**src/rtl/fp_mul_arbiter.sv**
```systemverilog
// fp_mul_arbiter: round-robin arbiter sharing one combinational FP32 multiplier
// among NUM_REQ requesters through a two-stage (operand / result) pipeline.
// Optional exception statistics are compiled in with `define FP_MUL_ARB_STATS_EN.
// fp_mul: single-precision multiply, truncated mantissa, denormals treated as zero.

module fp_mul (
   input  logic [31:0] a,
   input  logic [31:0] b,
   output logic [31:0] prod
);

   logic        sign;
   logic        a_zero, b_zero, a_inf, b_inf, a_nan, b_nan;
   logic [24:0] p_hi;
   logic [9:0]  e_tmp;

   assign sign   = a[31] ^ b[31];
   assign a_zero = (a[30:23] == 8'h00);
   assign b_zero = (b[30:23] == 8'h00);
   assign a_inf  = (a[30:23] == 8'hFF) && (a[22:0] == 23'h0);
   assign b_inf  = (b[30:23] == 8'hFF) && (b[22:0] == 23'h0);
   assign a_nan  = (a[30:23] == 8'hFF) && (a[22:0] != 23'h0);
   assign b_nan  = (b[30:23] == 8'hFF) && (b[22:0] != 23'h0);

   // Upper 25 bits of the 48-bit significand product; bit 24 is the normalise flag
   assign p_hi = 25'((48'({1'b1, a[22:0]}) * 48'({1'b1, b[22:0]})) >> 23);

   // Classify special operands first, then normalise, truncate and range-check the exponent
   always_comb begin
      prod  = 32'h0;
      e_tmp = {2'b00, a[30:23]} + {2'b00, b[30:23]} + {9'd0, p_hi[24]};
      if (a_nan || b_nan || (a_zero && b_inf) || (a_inf && b_zero)) begin
         prod = {sign, 8'hFF, 23'h7FFFFF};
      end else if (a_inf || b_inf) begin
         prod = {sign, 8'hFF, 23'h0};
      end else if (a_zero || b_zero) begin
         prod = {sign, 31'h0};
      end else if (e_tmp >= 10'd382) begin
         prod = {sign, 8'hFF, 23'h0};
      end else if (e_tmp <= 10'd127) begin
         prod = {sign, 31'h0};
      end else begin
         prod = {sign, 8'(e_tmp - 10'd127), (p_hi[24] ? p_hi[23:1] : p_hi[22:0])};
      end
   end

endmodule

module fp_mul_arbiter #(
   parameter  int NUM_REQ = 4,
   parameter  int TAG_W   = 4,
   localparam int ID_W    = $clog2(NUM_REQ)
) (
   input  logic                     clk,
   input  logic                     rst_n,
   input  logic [NUM_REQ-1:0]       req_vld,
   input  logic [NUM_REQ*32-1:0]    req_a,
   input  logic [NUM_REQ*32-1:0]    req_b,
   input  logic [NUM_REQ*TAG_W-1:0] req_tag,
   output logic [NUM_REQ-1:0]       req_rdy,
   output logic                     rsp_vld,
   input  logic                     rsp_rdy,
   output logic [31:0]              rsp_prod,
   output logic [ID_W-1:0]          rsp_id,
   output logic [TAG_W-1:0]         rsp_tag
`ifdef FP_MUL_ARB_STATS_EN
   ,
   output logic [15:0]              exc_cnt,
   input  logic                     stats_clr
`endif
);

   logic [31:0]      a_arr   [NUM_REQ];
   logic [31:0]      b_arr   [NUM_REQ];
   logic [TAG_W-1:0] tag_arr [NUM_REQ];

   logic [ID_W-1:0]  rr_ptr;
   logic             grant_hit;
   logic [ID_W-1:0]  grant_idx;
   logic [ID_W-1:0]  idx;
   int               cand;
   logic             accept;
   logic             s1_adv, s2_adv;

   logic             s1_vld;
   logic [31:0]      s1_a, s1_b;
   logic [ID_W-1:0]  s1_id;
   logic [TAG_W-1:0] s1_tag;

   logic             s2_vld;
   logic [31:0]      s2_prod;
   logic [ID_W-1:0]  s2_id;
   logic [TAG_W-1:0] s2_tag;

   logic [31:0]      mul_prod;

   // Unpack the flat request buses into per-requester arrays
   always_comb begin
      for (int i = 0; i < NUM_REQ; i++) begin
         a_arr[i]   = req_a[32*i +: 32];
         b_arr[i]   = req_b[32*i +: 32];
         tag_arr[i] = req_tag[TAG_W*i +: TAG_W];
      end
   end

   assign s2_adv = ~s2_vld | rsp_rdy;
   assign s1_adv = ~s1_vld | s2_adv;

   // Round-robin search from rr_ptr; the grant is only exposed when S1 can take it
   always_comb begin
      grant_hit = 1'b0;
      grant_idx = '0;
      idx       = '0;
      cand      = 0;
      req_rdy   = '0;
      for (int i = 0; i < NUM_REQ; i++) begin
         cand = int'(rr_ptr) + i;
         if (cand >= NUM_REQ) begin
            cand = cand - NUM_REQ;
         end
         idx = ID_W'(cand);
         if (!grant_hit && req_vld[idx]) begin
            grant_hit = 1'b1;
            grant_idx = idx;
         end
      end
      if (grant_hit && s1_adv && rst_n) begin
         req_rdy[grant_idx] = 1'b1;
      end
   end

   assign accept = grant_hit & s1_adv & rst_n;

   // Advance the round-robin pointer past the requester just served
   always_ff @(posedge clk or negedge rst_n) begin
      if (!rst_n) begin
         rr_ptr <= '0;
      end else if (accept) begin
         rr_ptr <= (grant_idx == ID_W'(NUM_REQ - 1)) ? '0 : grant_idx + 1'b1;
      end
   end

   // Operand stage: capture the granted request, or empty out when nothing is granted
   always_ff @(posedge clk or negedge rst_n) begin
      if (!rst_n) begin
         s1_vld <= 1'b0;
         s1_a   <= '0;
         s1_b   <= '0;
         s1_id  <= '0;
         s1_tag <= '0;
      end else if (s1_adv) begin
         s1_vld <= accept;
         if (accept) begin
            s1_a   <= a_arr[grant_idx];
            s1_b   <= b_arr[grant_idx];
            s1_id  <= grant_idx;
            s1_tag <= tag_arr[grant_idx];
         end
      end
   end

   fp_mul u_fp_mul (
      .a    (s1_a),
      .b    (s1_b),
      .prod (mul_prod)
   );

   // Result stage: take the multiplier output whenever downstream lets the pipe move
   always_ff @(posedge clk or negedge rst_n) begin
      if (!rst_n) begin
         s2_vld  <= 1'b0;
         s2_prod <= '0;
         s2_id   <= '0;
         s2_tag  <= '0;
      end else if (s2_adv) begin
         s2_vld  <= s1_vld;
         s2_prod <= mul_prod;
         s2_id   <= s1_id;
         s2_tag  <= s1_tag;
      end
   end

   assign rsp_vld  = s2_vld;
   assign rsp_prod = s2_prod;
   assign rsp_id   = s2_id;
   assign rsp_tag  = s2_tag;

`ifdef FP_MUL_ARB_STATS_EN
   // Saturating count of INF/NaN products entering the result stage; clear wins
   always_ff @(posedge clk or negedge rst_n) begin
      if (!rst_n) begin
         exc_cnt <= 16'h0;
      end else if (stats_clr) begin
         exc_cnt <= 16'h0;
      end else if (s2_adv && s1_vld && (mul_prod[30:23] == 8'hFF) && (exc_cnt != 16'hFFFF)) begin
         exc_cnt <= exc_cnt + 16'h1;
      end
   end
`endif

endmodule

```
**config.mk**
```make
export PLATFORM = sky130hd
export DESIGN_NAME = fp_mul_arbiter
export DESIGN_NICKNAME = d
export VERILOG_FILES = /design/src/rtl/fp_mul_arbiter.sv
export SDC_FILE = /design/constraint.sdc
export NUM_CORES = 2
export LEC_CHECK = 0
export BUFFER_PORTS_ARGS = -buffer_cell sky130_fd_sc_hd__buf_2
export CAP_MARGIN = 25
export CORE_MARGIN = 4
export CORE_UTILIZATION = 30
export DETAILED_ROUTE_END_ITERATION = 10
export MAX_ROUTING_LAYER = met4
export PLACE_DENSITY_LB_ADDON = 0.3
export SLEW_MARGIN = 20
export SYNTH_ARGS = -nofsm -noshare
export SYNTH_HDL_FRONTEND = slang
export SYNTH_SLANG_ARGS = --single-unit
```
**constraint.sdc**
```tcl
create_clock -name clk -period 11.25 [get_ports clk]
set_input_delay 0 -clock clk [delete_from_list [all_inputs] [get_ports clk]]
set_output_delay 0 -clock clk [all_outputs]
set_load 0.02 [all_outputs]
```
After elaboration in Yosys (flattened, before gate mapping) --
Index checks and enable logic that the tools add are counted.
Storage, ports and cells: flip-flop bits (word level) 112, logic and storage cells 112, output and inout bits 43
Operators by class: $mul 1, bitwise gates (word level) 8, equal/unequal tests 3, order comparisons 13, reduce and logical (&&, ||, !) cells 27, multiplexer cells 39, add/sub/neg operators 11
Operators with widths (number):
- $mux W31 | 5
- $bmux W32 S2 | 2
- $mux W32 | 4
- $mul A24 B24 Y48 | 1
- $logic_not A23 Y1 | 2
- $reduce_bool A23 Y1 | 2
- $mux W23 | 1
- $mux W2 | 9
- $eq A8 B8 Y1 const B | 2
- $logic_not A8 Y1 | 2
- $lt A2 B3 Y1 const B | 5
- $ge A3 B3 Y1 const B | 4
- $logic_and A1 B1 Y1 | 12
- $mux W4 | 3
- $add A9 B1 Y10 | 1
- $ge A10 B9 Y1 const B | 1
- $le A10 B7 Y1 const B | 1
- $add A8 B8 Y9 | 1
- $mux W1 | 9
- $bmux W1 S2 | 4
- $bmux W4 S2 | 1
- $sub A2 B1 Y2 const B | 4
- $sub A8 B7 Y8 const B | 1
- $add A2 B2 Y3 const B | 2
- 14 further kinds | 23

Longest topological paths before layout --
depth after elaboration 19, mapped depth 41

By module --
From an unflattened synthesis, not the netlist that was laid out.
Second synthesis, totals: cells, all modules 2995, area total of the unflattened synthesis 25786.0 sq um
Modules (own cells, without submodules):
- fp_mul | times used 1, sequential area each 0.0 sq um, cells each 2308, area each 19632.6 sq um
- fp_mul_arbiter | times used 1, sequential area each 2802.7 sq um, cells each 687, area each 6153.4 sq um

Worst setup path after synthesis --
OpenSTA, ideal clock, no wires.
kind register to register, from reg s1_b[3], to reg s2_prod[18] (netlist: rsp_prod[18]), stages on the path, launching flop included 41, arrival 9.607 ns, setup slack 1.521 ns, cell sequence dfrtp_1 clkbuf_1 clkbuf_1 nand2_1 fa_1 inv_1 fa_1 inv_1 fa_1 inv_1 fa_1 inv_1 fa_1 inv_1 fa_1 inv_1 fa_1 inv_1 [... 5 more ...] o21ai_2 o31ai_4 o21ai_4 xnor2_4 buf_2 fa_1 fa_1 nand2b_1 a21oi_2 o21ai_2 nor3b_1 or4b_1 or3_1 and4_1 buf_6 or2_1 buf_6 o221a_2
Between the ends: word-level cells in the longest chain between the ends 8, elaborated cells on any way between the ends 19, classes of those cells 1 x add/sub; 1 x mul; 2 x order compare; 6 x mux; 9 x reduce/logical
RTL lines:
- from (decl) | RTL line 86 | logic [31:0] s1_a, s1_b;
- from (signal assigned) | RTL line 155 | s1_b <= b_arr[grant_idx];
- $mul A24 B24 Y48 | RTL line 26 | assign p_hi = 25'((48'({1'b1, a[22:0]}) * 48'({1'b1, b[22:0]})) >> 23);
- $add A9 B1 Y10 | RTL line 31 | e_tmp = {2'b00, a[30:23]} + {2'b00, b[30:23]} + {9'd0, p_hi[24]};
- $le A10 B7 Y1 | RTL line 40 | end else if (e_tmp <= 10'd127) begin
- $mux W31 | RTL line 40
- $mux W31 | RTL line 38 | end else if (e_tmp >= 10'd382) begin
- $mux W31 | RTL line 36 | end else if (a_zero || b_zero) begin
- $mux W31 | RTL line 34 | end else if (a_inf || b_inf) begin
- $mux W31 (*) | RTL line 32 | if (a_nan || b_nan || (a_zero && b_inf) || (a_inf && b_zero)) begin
- to (signal assigned) | RTL line 177 | s2_prod <= mul_prod;
- to (decl) | RTL line 91 | logic [31:0] s2_prod;
Every way passes the cells marked *; elsewhere a longest branch is shown, timed or not. A chain may end at the register's enable or synchronous reset.

Worst setup path after layout --
from reg s1_b[7], to reg s2_prod[16] (netlist: rsp_prod[16])
The elaborated chain is that of the path after synthesis.

==> results.md <==
- The total wire length is 85.5 mm.
- The layout has 9112 filler cells.
- In the finished design, the share of the clock period the worst path needs comes to 0.928.
- The detailed-router iteration count before antenna repair is 5.
- The area growth from synthesis to layout is 13.8%.
- Pin placement for this block handled 322 I/O pins.
- The max-slew violation count came to 0.
- The via count of the first global-routing pass is 22400.
- For this run the aggregate overflow at the end of global routing stands at 0.
- In this run the most used layer during global routing was met2.
- The die area is 90600 um2.
- The horizontal die dimension is 301 um.
- The overall fraction of global-route tracks in use is 0.195.
- The per-cell routed wire length is 18.7 um.
- The number of nets in the synthesized netlist is 4110.
- Derived from the worst setup path, the maximum achievable clock frequency is 0.0958 GHz.
- The setup slack at placement is 0.834 ns.
- The register bit total from synthesis is 112.
- The count of routing violations after the opening detailed-route iteration is 1314.
- The class of the tightest hold or removal check is primary input to flop.
- The number of hold-repair buffers added at the cts stage is 28.
- The clock tree from TritonCTS is built.
- Buffers added to address setup during post-CTS repair amount to 0.
- The cell count after synthesis came out at 3166.
- The total number of H-tree levels is 3.
- The prevailing post-synth register cell is sky130_fd_sc_hd__dfrtp_1.
- For this run, design rule violations remaining after detail routing come to 0.
- In the final layout, the share of cells above drive strength 1 is 0.130.
- For this configuration, the core starts out at a cell density of 0.302.
- Entering global routing, the biggest net connects 113 pins.
- The launching element type of the critical path is a flop.
- The core region is 85100 um2.
- The later pin in the worst-skew pair is clocked with a latency of 0.39 ns.
- The share of synthesized flip-flops with an asynchronous set or reset is 1.00.
- The post-route worst hold slack is 0.0126 ns.
- Setup violations remaining at the end of the flow were counted as 0.
- The floorplan has 107 rows.
- During synthesis, Yosys emitted a total of 0 warnings.
- The count of antenna-violating nets left after detailed routing is 0.
- For this run, the slowest stage of the critical path takes 0.70 ns.
- The net count reported at finish is 4362.
- The required time reported for the critical path endpoint is 11.51 ns.
- The critical path's slowest cell is sky130_fd_sc_hd__dfrtp_1.
- The global-route track usage on met1 is 0.248.
- The initial antenna violation count was 3.
- The routed via count divided by cell count is 4.76.
- Registers take 2800 um2.
- The wire length of the first global-routing pass is 132 mm.
- In this run, synthesis inferred 0 flip-flops with an integrated enable.
- The setup slack of the critical path after layout is 0.809 ns.
- The number of library cell types mapped by synthesis is 72.
- The count of clock tree sinks is 112.
- The register clock-pin slew on the reported worst setup and hold paths is 0.09 ns.
- In the global route stage, met3 resource usage came out at 0.0205.
- The congestion estimate from routability-driven global placement came to 0.948.
- Of the synthesized area, sequential elements account for 0.109.
- The count of final hold-check violations came to 0.
- The number of buffers created by CTS is 9.
- The cell area that synthesis handed to floorplanning was 25700 um2.
- For this run, global-route usage on met2 was measured as 0.323.
- Across the run, the number of max-cap violations was 0.
- The critical path in this run is classified as flop to flop.
- Clock tree synthesis selected as its root buffer the cell sky130_fd_sc_hd__clkbuf_16.
- Post-CTS repair changed the size of 0 cells.
- The worst path in the final design needs a cycle of 10.44 ns, including I/O delays and setup.
- The most numerous cell type found on the critical path is sky130_fd_sc_hd__fa_1.
- The final clock skew is 0.0124 ns.
- After synthesis, the mean cell area works out to 8.13 um2.
- The longest clock path from root to sink contains 2 buffers.
- The total negative slack is 0 ns.
- The count of input and output buffers is 321.
- The height of the die is 301 um.
- Setup repair after global routing left no endpoint under its margin.
- The run finished with clean final reports.
- The peak fanout along the critical path is 18.
- Detailed placement ended at an HPWL of 70.8 mm.
- The relative slew slack is 0.310.
- The data arrival at the endpoint of the critical path is 10.70 ns.
- The multi-input gate area in the final layout is 20100 um2.
- The actual slew at the worst max-slew pin is 1.03 ns.
- The vias after detailed routing is 21800.
- Measured on the finished design, the core utilization comes to 0.344.
- STA classifies the critical path endpoint as a flop.
cells by family after synthesis:
family | count (synthesis) | synth area share
compound gates | 338 | 0.0797
xor+xnor | 39 | 0.0140
fa+ha+maj | 665 | 0.464
buf+inv | 762 | 0.112
flops | 112 | 0.109
mux | 14 | 0.00559
simple gates | 1236 | 0.216
layout by cell type, fill, tap and decap left out, types with 15 or more instances in the layout:
cell type	count
sky130_fd_sc_hd__and2_1	215
sky130_fd_sc_hd__nor2_1	283
sky130_fd_sc_hd__xnor2_1	26
sky130_fd_sc_hd__buf_2	320
sky130_fd_sc_hd__nand3_1	76
sky130_fd_sc_hd__inv_1	581
sky130_fd_sc_hd__ha_1	182
sky130_fd_sc_hd__nor4_1	16
sky130_fd_sc_hd__buf_4	70
sky130_fd_sc_hd__nand4_1	15
sky130_fd_sc_hd__nand2_1	564
sky130_fd_sc_hd__o21ai_0	169
sky130_fd_sc_hd__a21oi_1	64
sky130_fd_sc_hd__fa_1	483
sky130_fd_sc_hd__dlygate4sd3_1	28
sky130_fd_sc_hd__a21o_1	17
sky130_fd_sc_hd__dfrtp_1	111
cell type report:
type	instances	area share
multi-input cells	2292	0.686
flip-flops and latches	112	0.0957
repair buffers	419	0.0827
inverters	584	0.0749
well taps	1144	0.0489
clock buffers	9	0.00769
clock inverters	7	0.00423
diodes	3	0.000256
synthesized netlist by cell type, types with 3 or more instances:
library cell,count,share of area
sky130_fd_sc_hd__nand4_1,15,0.0036
sky130_fd_sc_hd__mux2i_1,11,0.0043
sky130_fd_sc_hd__buf_2,3,0.00058
sky130_fd_sc_hd__o21ai_0,169,0.033
sky130_fd_sc_hd__nor4_1,16,0.0039
sky130_fd_sc_hd__xnor2_1,26,0.0088
sky130_fd_sc_hd__and3_1,11,0.0027
sky130_fd_sc_hd__xor2_1,12,0.0041
sky130_fd_sc_hd__a21o_1,17,0.0050
sky130_fd_sc_hd__o22a_1,7,0.0024
sky130_fd_sc_hd__inv_1,582,0.085
sky130_fd_sc_hd__a21boi_0,4,0.0012
sky130_fd_sc_hd__o21a_1,5,0.0015
sky130_fd_sc_hd__and2_1,215,0.052
sky130_fd_sc_hd__ha_1,182,0.088
sky130_fd_sc_hd__a31oi_1,6,0.0015
sky130_fd_sc_hd__or2_2,3,0.00073
sky130_fd_sc_hd__a21oi_1,64,0.012
sky130_fd_sc_hd__o221ai_1,3,0.0010
sky130_fd_sc_hd__a211oi_1,4,0.0012
sky130_fd_sc_hd__o22ai_1,4,0.00097
sky130_fd_sc_hd__buf_1,6,0.00087
sky130_fd_sc_hd__nor2_1,283,0.041
sky130_fd_sc_hd__clkbuf_1,164,0.024
sky130_fd_sc_hd__nand3_1,76,0.015
sky130_fd_sc_hd__o21ai_2,7,0.0024
sky130_fd_sc_hd__nand2_1,564,0.082
sky130_fd_sc_hd__nor2b_1,9,0.0022
sky130_fd_sc_hd__or3_1,5,0.0012
sky130_fd_sc_hd__o221a_2,5,0.0022
sky130_fd_sc_hd__o21bai_1,8,0.0023
sky130_fd_sc_hd__o211ai_1,6,0.0017
sky130_fd_sc_hd__nand2b_1,11,0.0027
sky130_fd_sc_hd__and4_1,6,0.0020
sky130_fd_sc_hd__o21ai_1,3,0.00058
sky130_fd_sc_hd__mux2_2,3,0.0013
sky130_fd_sc_hd__buf_6,3,0.0013
sky130_fd_sc_hd__nor3_1,12,0.0023
sky130_fd_sc_hd__dfrtp_1,112,0.11
sky130_fd_sc_hd__fa_1,483,0.38
critical path: cells and delay by family, from the launching register on:
kind                       cells  cell delay [ns]
AOI/OAI and AO/OA              7             1.03
buffers and inverters          7             0.63
xor gates and xnor gates       1             0.16
adders and majority gates     10             4.65
and+or+nand+nor               11             3.09
DFF                            1             0.70
state kept, by name (all words and copies together) (netlist names):
register / flops
rsp_prod: 32
s1_a: 32
s1_b: 32
rsp_tag: 4
s1_tag: 4
rr_ptr: 2
rsp_id: 2
s1_id: 2
rsp_vld: 1
s1_vld: 1
metal layers:
metal | up-vias | part of all wire
met5 | - | 0
met4 | 0 | 0.039
met3 | 116 | 0.057
met2 | 727 | 0.49
met1 | 10800 | 0.42
li1 | 10100 | -
per-stage QoR:
| step | area [um2] | instances |
|---|---|---|
| 4_1_cts | 29300 | 4566 |
| 5_1_grt | 29300 | 4569 |
| 3_5_place_dp | 28600 | 4522 |
| 2_1_floorplan | 25700 | 3166 |
| 6_report | 29300 | 4570 |
| 3_3_place_gp | 28600 | 4522 |
worst paths after layout:
path                                  from      endpoint  slack (ns)  depth (start not counted)
worst min-delay path              req_a[3]       s1_a[3]        0.01                          5
worst max-delay path               s1_b[7]  rsp_prod[16]        0.81                         36
max in group asynchronous            rst_n      s1_b[19]        9.55                          4
min in group asynchronous            rst_n      s1_id[1]        0.14                          2
worst max register to register     s1_b[7]  rsp_prod[16]        0.81                         36
worst min register to register  rsp_tag[0]    rsp_tag[0]        0.47                          2
Power is left out: the tool's default activity adds up to more than one toggle a clock period on the data nets, which glitch-free logic cannot reach.
